## config.mk

```make
export PLATFORM = sky130hd
export DESIGN_NAME = count_wrap_monitor_flat
export DESIGN_NICKNAME = d
export VERILOG_FILES = /design/src/rtl/count_mon_pkg.sv /design/src/rtl/count_wrap_monitor_if.sv /design/src/rtl/count_wrap_monitor_wrap_detect.sv /design/src/rtl/count_wrap_monitor.sv /design/src/flat_wrapper.sv
export SDC_FILE = /design/constraint.sdc
export NUM_CORES = 1
export LEC_CHECK = 0
export ABC_AREA = 1
export BUFFER_PORTS_ARGS = -buffer_cell sky130_fd_sc_hd__buf_2
export CORE_MARGIN = 4
export CORE_UTILIZATION = 54
export DETAILED_ROUTE_END_ITERATION = 6
export HOLD_SLACK_MARGIN = 0.02
export PLACE_DENSITY_LB_ADDON = 0.08
export SETUP_SLACK_MARGIN = 0.02
export SLEW_MARGIN = 20
export SYNTH_ARGS = -nofsm -noshare
export SYNTH_HDL_FRONTEND = slang
export SYNTH_SLANG_ARGS = --single-unit
```

## constraint.sdc

```tcl
create_clock -name clk -period 2 [get_ports clk]
set_input_delay 0.2 -clock clk [delete_from_list [all_inputs] [get_ports clk]]
set_output_delay 0.2 -clock clk [all_outputs]
set_load 0.01 [all_outputs]
```

## src/rtl/count_mon_pkg.sv

```systemverilog
// Purpose: shared types and constants for count_wrap_monitor.
//   - state_e : monitor FSM states
//   - dir_e   : wrap filter encodings latched on arm
//   - filt_wrap(): applies the latched direction filter to raw wrap strobes
package count_mon_pkg;

   localparam int unsigned CNT_W_DEF = 4;
   localparam int unsigned EVT_W_DEF = 8;

   typedef enum logic [1:0] {
      IDLE   = 2'd0,
      ARMED  = 2'd1,
      REPORT = 2'd2
   } state_e;

   typedef enum logic [1:0] {
      DIR_NONE = 2'b00,
      DIR_UP   = 2'b01,
      DIR_DN   = 2'b10,
      DIR_BOTH = 2'b11
   } dir_e;

   // A wrap counts only if its direction is enabled by the filter
   function automatic logic filt_wrap(input logic up_wrap, input logic dn_wrap,
                                      input dir_e dir);
      logic up_en;
      logic dn_en;
      up_en = (dir == DIR_UP) || (dir == DIR_BOTH);
      dn_en = (dir == DIR_DN) || (dir == DIR_BOTH);
      return (up_wrap & up_en) | (dn_wrap & dn_en);
   endfunction

endpackage

```

## src/rtl/count_wrap_monitor_if.sv

```systemverilog
// Purpose: completion report handshake between the monitor and its consumer.
//   evt_valid : report pending (monitor -> consumer)
//   evt_ready : consumer accepts report (consumer -> monitor)
//   evt_count : wraps counted since last arm (monitor -> consumer)
interface count_wrap_monitor_if #(
   parameter int unsigned EVT_W = 8
) ();

   logic             evt_valid;
   logic             evt_ready;
   logic [EVT_W-1:0] evt_count;

   modport master (
      output evt_valid,
      output evt_count,
      input  evt_ready
   );

   modport slave (
      input  evt_valid,
      input  evt_count,
      output evt_ready
   );

endinterface

```

## src/rtl/count_wrap_monitor_wrap_detect.sv

```systemverilog
// Purpose: detects genuine counter wrap-arounds from the observed counter value
// and the controls that produced it.
//   clk, rst            : clock, async active-high reset
//   cnt_in              : observed counter value
//   cnt_load, cnt_up    : counter controls sampled on the same edge as the counter
//   up_wrap_c/dn_wrap_c : combinational wrap strobes for the current cycle
//   wrap_up/wrap_dn     : registered one-cycle wrap pulses
module wrap_detect #(
   parameter int unsigned CNT_W = 4
) (
   input  logic             clk,
   input  logic             rst,
   input  logic [CNT_W-1:0] cnt_in,
   input  logic             cnt_load,
   input  logic             cnt_up,
   output logic             up_wrap_c,
   output logic             dn_wrap_c,
   output logic             wrap_up,
   output logic             wrap_dn
);

   localparam logic [CNT_W-1:0] CNT_MAX  = '1;
   localparam logic [CNT_W-1:0] CNT_ZERO = '0;

   logic [CNT_W-1:0] prev_cnt_q;
   logic             prev_load_q;
   logic             prev_up_q;
   logic             hist_vld_q;
   logic             wrap_up_q;
   logic             wrap_dn_q;

   // prev_* are the controls that produced the value now on cnt_in
   always_ff @(posedge clk or posedge rst) begin
      if (rst) begin
         prev_cnt_q  <= CNT_ZERO;
         prev_load_q <= 1'b0;
         prev_up_q   <= 1'b0;
         hist_vld_q  <= 1'b0;
         wrap_up_q   <= 1'b0;
         wrap_dn_q   <= 1'b0;
      end else begin
         prev_cnt_q  <= cnt_in;
         prev_load_q <= cnt_load;
         prev_up_q   <= cnt_up;
         hist_vld_q  <= 1'b1;
         wrap_up_q   <= up_wrap_c;
         wrap_dn_q   <= dn_wrap_c;
      end
   end

   // A load landing on 0 or max is not a wrap, hence the prev_load gate
   always_comb begin
      up_wrap_c = hist_vld_q & ~prev_load_q &  prev_up_q &
                  (prev_cnt_q == CNT_MAX)  & (cnt_in == CNT_ZERO);
      dn_wrap_c = hist_vld_q & ~prev_load_q & ~prev_up_q &
                  (prev_cnt_q == CNT_ZERO) & (cnt_in == CNT_MAX);
   end

   assign wrap_up = wrap_up_q;
   assign wrap_dn = wrap_dn_q;

endmodule

```

## src/rtl/count_wrap_monitor.sv

```systemverilog
// Purpose: counts filtered counter wraps after an arm request and reports
// completion over a valid/ready handshake.
//   clk, rst          : clock, async active-high reset
//   cnt_in            : observed counter value
//   cnt_load, cnt_up  : counter controls, same cycle the counter samples them
//   arm               : start a new measurement (latches dir_sel, thresh)
//   dir_sel, thresh   : wrap filter and wrap target
//   evt_if            : report handshake (evt_valid/evt_ready/evt_count)
//   wrap_up, wrap_dn  : unfiltered registered wrap pulses
//   overflow          : sticky, filtered wrap seen while a report was pending
module count_wrap_monitor
   import count_mon_pkg::*;
#(
   parameter int unsigned CNT_W = CNT_W_DEF,
   parameter int unsigned EVT_W = EVT_W_DEF
) (
   input  logic                 clk,
   input  logic                 rst,
   input  logic [CNT_W-1:0]     cnt_in,
   input  logic                 cnt_load,
   input  logic                 cnt_up,
   input  logic                 arm,
   input  logic [1:0]           dir_sel,
   input  logic [EVT_W-1:0]     thresh,
   count_wrap_monitor_if.master evt_if,
   output logic                 wrap_up,
   output logic                 wrap_dn,
   output logic                 overflow
);

   logic up_wrap_c;
   logic dn_wrap_c;
   logic fwrap_c;

   state_e           state_q,     state_d;
   logic [EVT_W-1:0] evt_count_q, evt_count_d;
   logic [EVT_W-1:0] thresh_q,    thresh_d;
   dir_e             dir_q,       dir_d;
   logic             overflow_q,  overflow_d;
   logic             evt_valid_q, evt_valid_d;

   wrap_detect #(
      .CNT_W (CNT_W)
   ) u_wrap_detect (
      .clk       (clk),
      .rst       (rst),
      .cnt_in    (cnt_in),
      .cnt_load  (cnt_load),
      .cnt_up    (cnt_up),
      .up_wrap_c (up_wrap_c),
      .dn_wrap_c (dn_wrap_c),
      .wrap_up   (wrap_up),
      .wrap_dn   (wrap_dn)
   );

   assign fwrap_c = filt_wrap(up_wrap_c, dn_wrap_c, dir_q);

   // State and datapath registers
   always_ff @(posedge clk or posedge rst) begin
      if (rst) begin
         state_q     <= IDLE;
         evt_count_q <= '0;
         thresh_q    <= '0;
         dir_q       <= DIR_NONE;
         overflow_q  <= 1'b0;
         evt_valid_q <= 1'b0;
      end else begin
         state_q     <= state_d;
         evt_count_q <= evt_count_d;
         thresh_q    <= thresh_d;
         dir_q       <= dir_d;
         overflow_q  <= overflow_d;
         evt_valid_q <= evt_valid_d;
      end
   end

   // Next-state and datapath updates
   always_comb begin
      state_d     = state_q;
      evt_count_d = evt_count_q;
      thresh_d    = thresh_q;
      dir_d       = dir_q;
      overflow_d  = overflow_q;

      unique case (state_q)
         IDLE, ARMED: begin
            if (arm) begin
               // Restart wins over a same-cycle wrap
               evt_count_d = '0;
               overflow_d  = 1'b0;
               thresh_d    = thresh;
               dir_d       = dir_e'(dir_sel);
               state_d     = (thresh == '0) ? REPORT : ARMED;
            end else if ((state_q == ARMED) && fwrap_c) begin
               evt_count_d = evt_count_q + EVT_W'(1);
               if (evt_count_d == thresh_q) begin
                  state_d = REPORT;
               end
            end
         end
         REPORT: begin
            if (fwrap_c) begin
               overflow_d = 1'b1;
            end
            if (evt_ready_c()) begin
               state_d = IDLE;
            end
         end
         default: begin
            state_d = IDLE;
         end
      endcase

      evt_valid_d = (state_d == REPORT);
   end

   function automatic logic evt_ready_c();
      return evt_if.evt_ready;
   endfunction

   assign evt_if.evt_valid = evt_valid_q;
   assign evt_if.evt_count = evt_count_q;
   assign overflow         = overflow_q;

endmodule

```

## src/flat_wrapper.sv

```systemverilog
// flat-port wrapper written by rule: the top's interface ports become plain ports
module count_wrap_monitor_flat import count_mon_pkg::*;
#(
   parameter int unsigned CNT_W = CNT_W_DEF,
   parameter int unsigned EVT_W = EVT_W_DEF
)
  (clk, rst, cnt_in, cnt_load, cnt_up, arm, dir_sel, thresh, wrap_up, wrap_dn, overflow, evt_if_evt_valid, evt_if_evt_count, evt_if_evt_ready);
  count_wrap_monitor_if #(.EVT_W(EVT_W)) evt_if_i ();
  input  logic clk;
  input  logic rst;
  input  logic [CNT_W-1:0] cnt_in;
  input  logic cnt_load;
  input  logic cnt_up;
  input  logic arm;
  input  logic [1:0] dir_sel;
  input  logic [EVT_W-1:0] thresh;
  output logic wrap_up;
  output logic wrap_dn;
  output logic overflow;
  output wire logic [$bits(evt_if_i.evt_valid)-1:0] evt_if_evt_valid;
  output wire logic [$bits(evt_if_i.evt_count)-1:0] evt_if_evt_count;
  input wire logic [$bits(evt_if_i.evt_ready)-1:0] evt_if_evt_ready;
  assign evt_if_evt_valid = evt_if_i.evt_valid;
  assign evt_if_evt_count = evt_if_i.evt_count;
  assign evt_if_i.evt_ready = evt_if_evt_ready;
  count_wrap_monitor #(.CNT_W(CNT_W), .EVT_W(EVT_W)) u_core (.clk(clk), .rst(rst), .cnt_in(cnt_in), .cnt_load(cnt_load), .cnt_up(cnt_up), .arm(arm), .dir_sel(dir_sel), .thresh(thresh), .evt_if(evt_if_i), .wrap_up(wrap_up), .wrap_dn(wrap_dn), .overflow(overflow));
endmodule
```

# Yosys cells after proc, flatten, opt, wreduce, memory -nomap -nowiden
# Cells that the tools add are included.
# word_totals
register_bits	31
rom_bits	0
latch_bits	0
inputBits	20
ramBits	0
output_inout_bits	12
mem_count	0
wordCells	60
# classes
bitwise_logic	12
n_reduce_logical	13
muxes	11
mul	0
addsub	1
order_cmp	0
shifts	0
div	0
n_eq_ne	11
# op_table
op	count
2-to-1 mux 8 bit	2
2-to-1 mux 2 bit	5
AND 1 bit	9
adder 8 x 1 -> 8 bit (second input constant)	1
equality test 2 bit (second input constant)	4
equality test 4 bit (second input constant)	2
equality test 8 bit	1
logical NOT 4 bit	2
logical NOT 8 bit	1
equality test 2 x 1 -> 1 bit (second input constant)	2
one-hot mux 2 bit (2 select lines)	1
AND reduction 2 bit	2
nonzero test 2 bit	2
AND reduction 3 bit	1
logical NOT 2 bit	1
logical OR 1 bit	2
2-to-1 mux 1 bit	2
!= test 2 x 1 -> 1 bit (second input constant)	1
!= test 2 bit (second input constant)	1
inverter 1 bit	2
one-hot mux 1 bit (2 select lines)	1
OR reduction 2 bit	1
logical AND 1 bit	1
bitwise OR 1 bit	1

# Logic depth before layout (Yosys ltp)
# logic_depth
depth_word	12
mapped_depth	13
mapped_depth_nobuf	13

# By module
# A second synthesis with hierarchy kept.
# unflattened
hier_cells	225
hier_area_um2	1642.8
# by_module_without_submodules
mod	n_inst	cells_each	area_per_inst_um2	seq_area_each_um2
count_wrap_monitor	1	189	1307.5	550.5
wrap_detect	1	36	335.3	225.2

# Worst setup path before layout
# No wires, ideal clock.
# synth_path
path_kind	register -> register
from	register u_core.evt_count_q[0], in the netlist u_core.evt_if.evt_count[0]
to	register u_core.state_q[0]
path_buffers	0
t_arrival_ns	1.415
stages_incl_launch_ff	13
setup_time_ns	0.125
synth_period_minus_slack_ns	1.540
required_time_ns	1.875
setup_slack_ns	0.460
path_cell_list	dfrtp_1 -> ha_1 -> inv_1 -> nand2_1 -> nand2_1 -> nor2_1 -> nand3_1 -> nor2_1 -> nand2_1 -> nor2_2 -> nand3_2 -> nand3_1 -> a21oi_1
# synth_between
elab_chain_len	6
# synth_rtl
item	line	source
start, declared	count_wrap_monitor.sv:36	logic [EVT_W-1:0] evt_count_q, evt_count_d;
start signal, assigned	count_wrap_monitor.sv:69	evt_count_q <= evt_count_d;
adder 8 x 1 -> 8 bit	count_wrap_monitor.sv:95	evt_count_d = evt_count_q + EVT_W'(1);
equality test 8 bit	count_wrap_monitor.sv:96	if (evt_count_d == thresh_q) begin
2-to-1 mux 2 bit	count_wrap_monitor.sv:96	
2-to-1 mux 2 bit	count_wrap_monitor.sv:94	end else if ((state_q == ARMED) && fwrap_c) begin
2-to-1 mux 2 bit	count_wrap_monitor.sv:87	if (arm) begin
one-hot mux 2 bit (2 select lines)	count_wrap_monitor.sv:85	unique case (state_q)
via u_core.state_d[0]	count_wrap_monitor.sv:35	state_e state_q, state_d;
end signal, assigned	count_wrap_monitor.sv:68	state_q <= state_d;
end, declared	count_wrap_monitor.sv:35	
# The timed path passes the listed nets, and every way through them passes these cells.
# A chain may end at the register's enable or synchronous reset.

# Worst setup path in the final report
# layout_path
from	input cnt_in[0]
to	register u_core.evt_count_q[6], in the netlist u_core.evt_if.evt_count[6]
# layout_between
elab_chain_len	7
elab_cells_between_ends	10
classes_between	eq/ne: 1; bitwise: 5; reduce/logical: 4
# layout_rtl
item	line	source
start, declared	flat_wrapper.sv:11	input logic [CNT_W-1:0] cnt_in;
equality test 4 bit / logical NOT 4 bit (equally long branches)	count_wrap_monitor_wrap_detect.sv:56, count_wrap_monitor_wrap_detect.sv:54	
AND 1 bit (on tied branches)	count_wrap_monitor_wrap_detect.sv:56, count_wrap_monitor_wrap_detect.sv:54	
AND 1 bit	count_mon_pkg.sv:30	return (up_wrap & up_en) | (dn_wrap & dn_en);
bitwise OR 1 bit (*)	count_mon_pkg.sv:30	
logical AND 1 bit (*)	count_wrap_monitor.sv:94	
nonzero test 2 bit (no source line) (*)	-	
AND reduction 2 bit (no source line) (*)	-	
# Mark *: on every way between the ends. The rest lies on a longest branch, timed or not.

==> results_dict.tcl <==
set metrics [dict create \
    ys_warn_count 0 \
    vias 1411 \
    nets 263 \
    yosys_most_used_dff "dfrtp_1" \
    final_cell_mix "53 x nand2_1, 31 x buf_2, 31 x dfrtp_1" \
    multiInputGateArea_um2 672 \
    dr.pass1.iters 4 \
    die_y_um 61.9 \
    fin_ws_ns 0.263 \
    wl_met1_um 1320 \
    syn_avg_cell_area_um2 7.98 \
    cts-root-buf "clkbuf_4" \
    area_growth_pct 21.2 \
    setup_tns_ns 0 \
    wl_per_cell_um 11.8 \
    port-buffer-count 31 \
    hpwl_um 2530 \
    post-route-min-period_ns 1.74 \
    dr_wl_met2_um 1660 \
    hold_viol 0 \
    skew_ns 0.00395 \
    cts_tree "yes" \
    n_antenna_cell 0 \
    synth_nets 218 \
    cp-start-kind "input pin" \
    yosys-top-cells-area "dfrtp_1 49%, nand2_1 13%, nand3_1 6.4%" \
    cts_max_path_buffers 2 \
    routed.top_layer "met4" \
    post_cts_buffers 0 \
    clock_latency_ns 0.33 \
    grt_overflow 0 \
    routed_wl_um 3230 \
    clock.fmax_mhz 576 \
    num_rows 19 \
    slew_viol_final 0 \
    synth_top_area_share_pct 49.4 \
    post_cts_resized 0 \
    vias_per_cell 5.15 \
    critical_path_class "in -> reg" \
    initial_core_util_pct 57.0 \
    antenna_found_initial 0 \
    peakVddDrop_v 0.000655 \
    layout_commonest_cell "nand2_1" \
    cp.arrival_ns 1.99 \
    core_area_um2 2760 \
    drc 0 \
    synth_edf_count 0 \
    grt_max_degree 20 \
    grt_pass1_vias 1353 \
    period_share_pct 86.8 \
    fp.dieW_um 61.9 \
    grt_pass1_wl_um 5670 \
    syn_inst 197 \
    drv_cap 0 \
    clkTransAtPathRegs_ns 0.09 \
    async_flop_share_pct 100 \
    leakage_nw 0.979 \
    path_max_fanout 11 \
    grt_util_all_layers_pct 20.7 \
    synthDistinctLibCells 27 \
    final_antenna_net_count 0 \
    fillers 242 \
    rsz0062_at_grt "no" \
    yosysTopAreaCell "dfrtp_1" \
    synthesis.area_um2 1570 \
    io_pins 32 \
    hp-class "in -> reg" \
    endpoint_kind "register" \
    h-tree-depth 2 \
    seq_area_um2 776 \
    die_area_um2 3840 \
    drt_iter0_drc 69 \
    gp_congestion 0.837 \
    clock-sinks 31 \
    ys_ff_latch 31 \
    power_density_nw_per_um2 686 \
    drive_gt1_share_pct 24.3 \
    wl_met3_um 176 \
    setup_violations 0 \
    status "finished, final reports clean" \
    post-place-ws_ns 0.336 \
    final_util_pct 69.1 \
    cts_buffers 5 \
    required_ns 2.26 \
    synth_seq_area_share_pct 49.4 \
]
## report_power, final
| part | switching [mW] | internal, mW | total [mW] | leakage (nW) |
|---|---|---|---|---|
| Clock | 0.204 | 0.207 | 0.411 | 0.0386 |
| Combinational | 0.114 | 0.0763 | 0.190 | 0.547 |
| Sequential | 0.0321 | 0.673 | 0.705 | 0.394 |
## synthesized netlist by cell type, drive strengths merged, types with 2 or more instances
| master | n |
|---|---|
| nor2 | 17 |
| nor4 | 3 |
| dfrtp | 31 |
| nor3 | 2 |
| o22ai | 5 |
| o21ai | 13 |
| inv | 29 |
| nand3b | 2 |
| nand2 | 60 |
| nand4 | 4 |
| nand3 | 22 |
## timing repair
action	in CTS	in global routing
endpoints found under the hold margin	18	0
hold buffers	7	0
endpoints found under the setup margin	0	0
## registers in the layout (all words and copies together), names as in the netlist
name / flops
u_core.evt_if.evt_count: 8
u_core.thresh_q: 8
u_core.u_wrap_detect.prev_cnt_q: 4
u_core.dir_q: 2
u_core.state_q: 2
u_core.evt_if.evt_valid: 1
u_core.overflow: 1
u_core.u_wrap_detect.hist_vld_q: 1
u_core.u_wrap_detect.prev_load_q: 1
u_core.u_wrap_detect.prev_up_q: 1
u_core.u_wrap_detect.wrap_dn: 1
u_core.u_wrap_detect.wrap_up: 1
## kinds of logic after synthesis
group / Yosys count / synth area share (%)
other cells: 1 / 0.239
compound gates: 22 / 8.20
simple gates: 111 / 33.5
fa+ha+maj: 1 / 0.796
buf+inv: 31 / 7.88
flops: 31 / 49.4
## critical path, stage by stage
cell and delay, ns:
dlygate4sd3_1 0.53, buf_2 0.13, nor3_1 0.26, nand3_1 0.11, nand2_1 0.11, nand2_2 0.07, o21ai_2 0.35, nand4_1 0.12
o21ai_0 0.10
## final cells by class
cell class / instances / area share [%]
Multi-Input combinational cell: 135 / 35.3
Timing Repair Buffer: 40 / 12.6
Sequential cell: 31 / 40.7
Tap cell: 31 / 2.04
Clock buffer: 8 / 3.61
Inverter: 29 / 5.72
## per-stage QoR
step	cells	instance area (µm²)	power [mW]	hold WS [ns]
floorplan	197	1570	0.839	0.231
global route	274	1900	1.39	0.0643
global placement	259	1770	0.894	0.215
finish	274	1900	1.31	0.0631
CTS	274	1900	1.33	0.0539
detailed placement	259	1770	0.901	0.221
## per-layer routing
metal  global-route usage [%]  up-vias
met5                        0        -
met4                     10.9        0
met3                     4.55        9
met2                     35.4       33
met1                     24.1      645
li1                         -      724
## worst paths after layout
| kind | slack [ns] | from | cells after the start | end |
|---|---|---|---|---|
| max reg2reg | 0.34 | u_core.evt_if.evt_count[0] | 12 | u_core.state_q[0] |
| min reg2reg | 0.50 | u_core.thresh_q[4] | 2 | u_core.thresh_q[4] |
| min | 0.06 | dir_sel[0] | 3 | u_core.dir_q[0] |
| min in group asynchronous | 0.40 | rst | 3 | u_core.u_wrap_detect.prev_load_q |
| max | 0.26 | cnt_in[0] | 9 | u_core.evt_if.evt_count[6] |
| max in group asynchronous | 0.99 | rst | 4 | u_core.evt_if.evt_count[4] |
No activity file was read; power rests on OpenSTA's default activity.
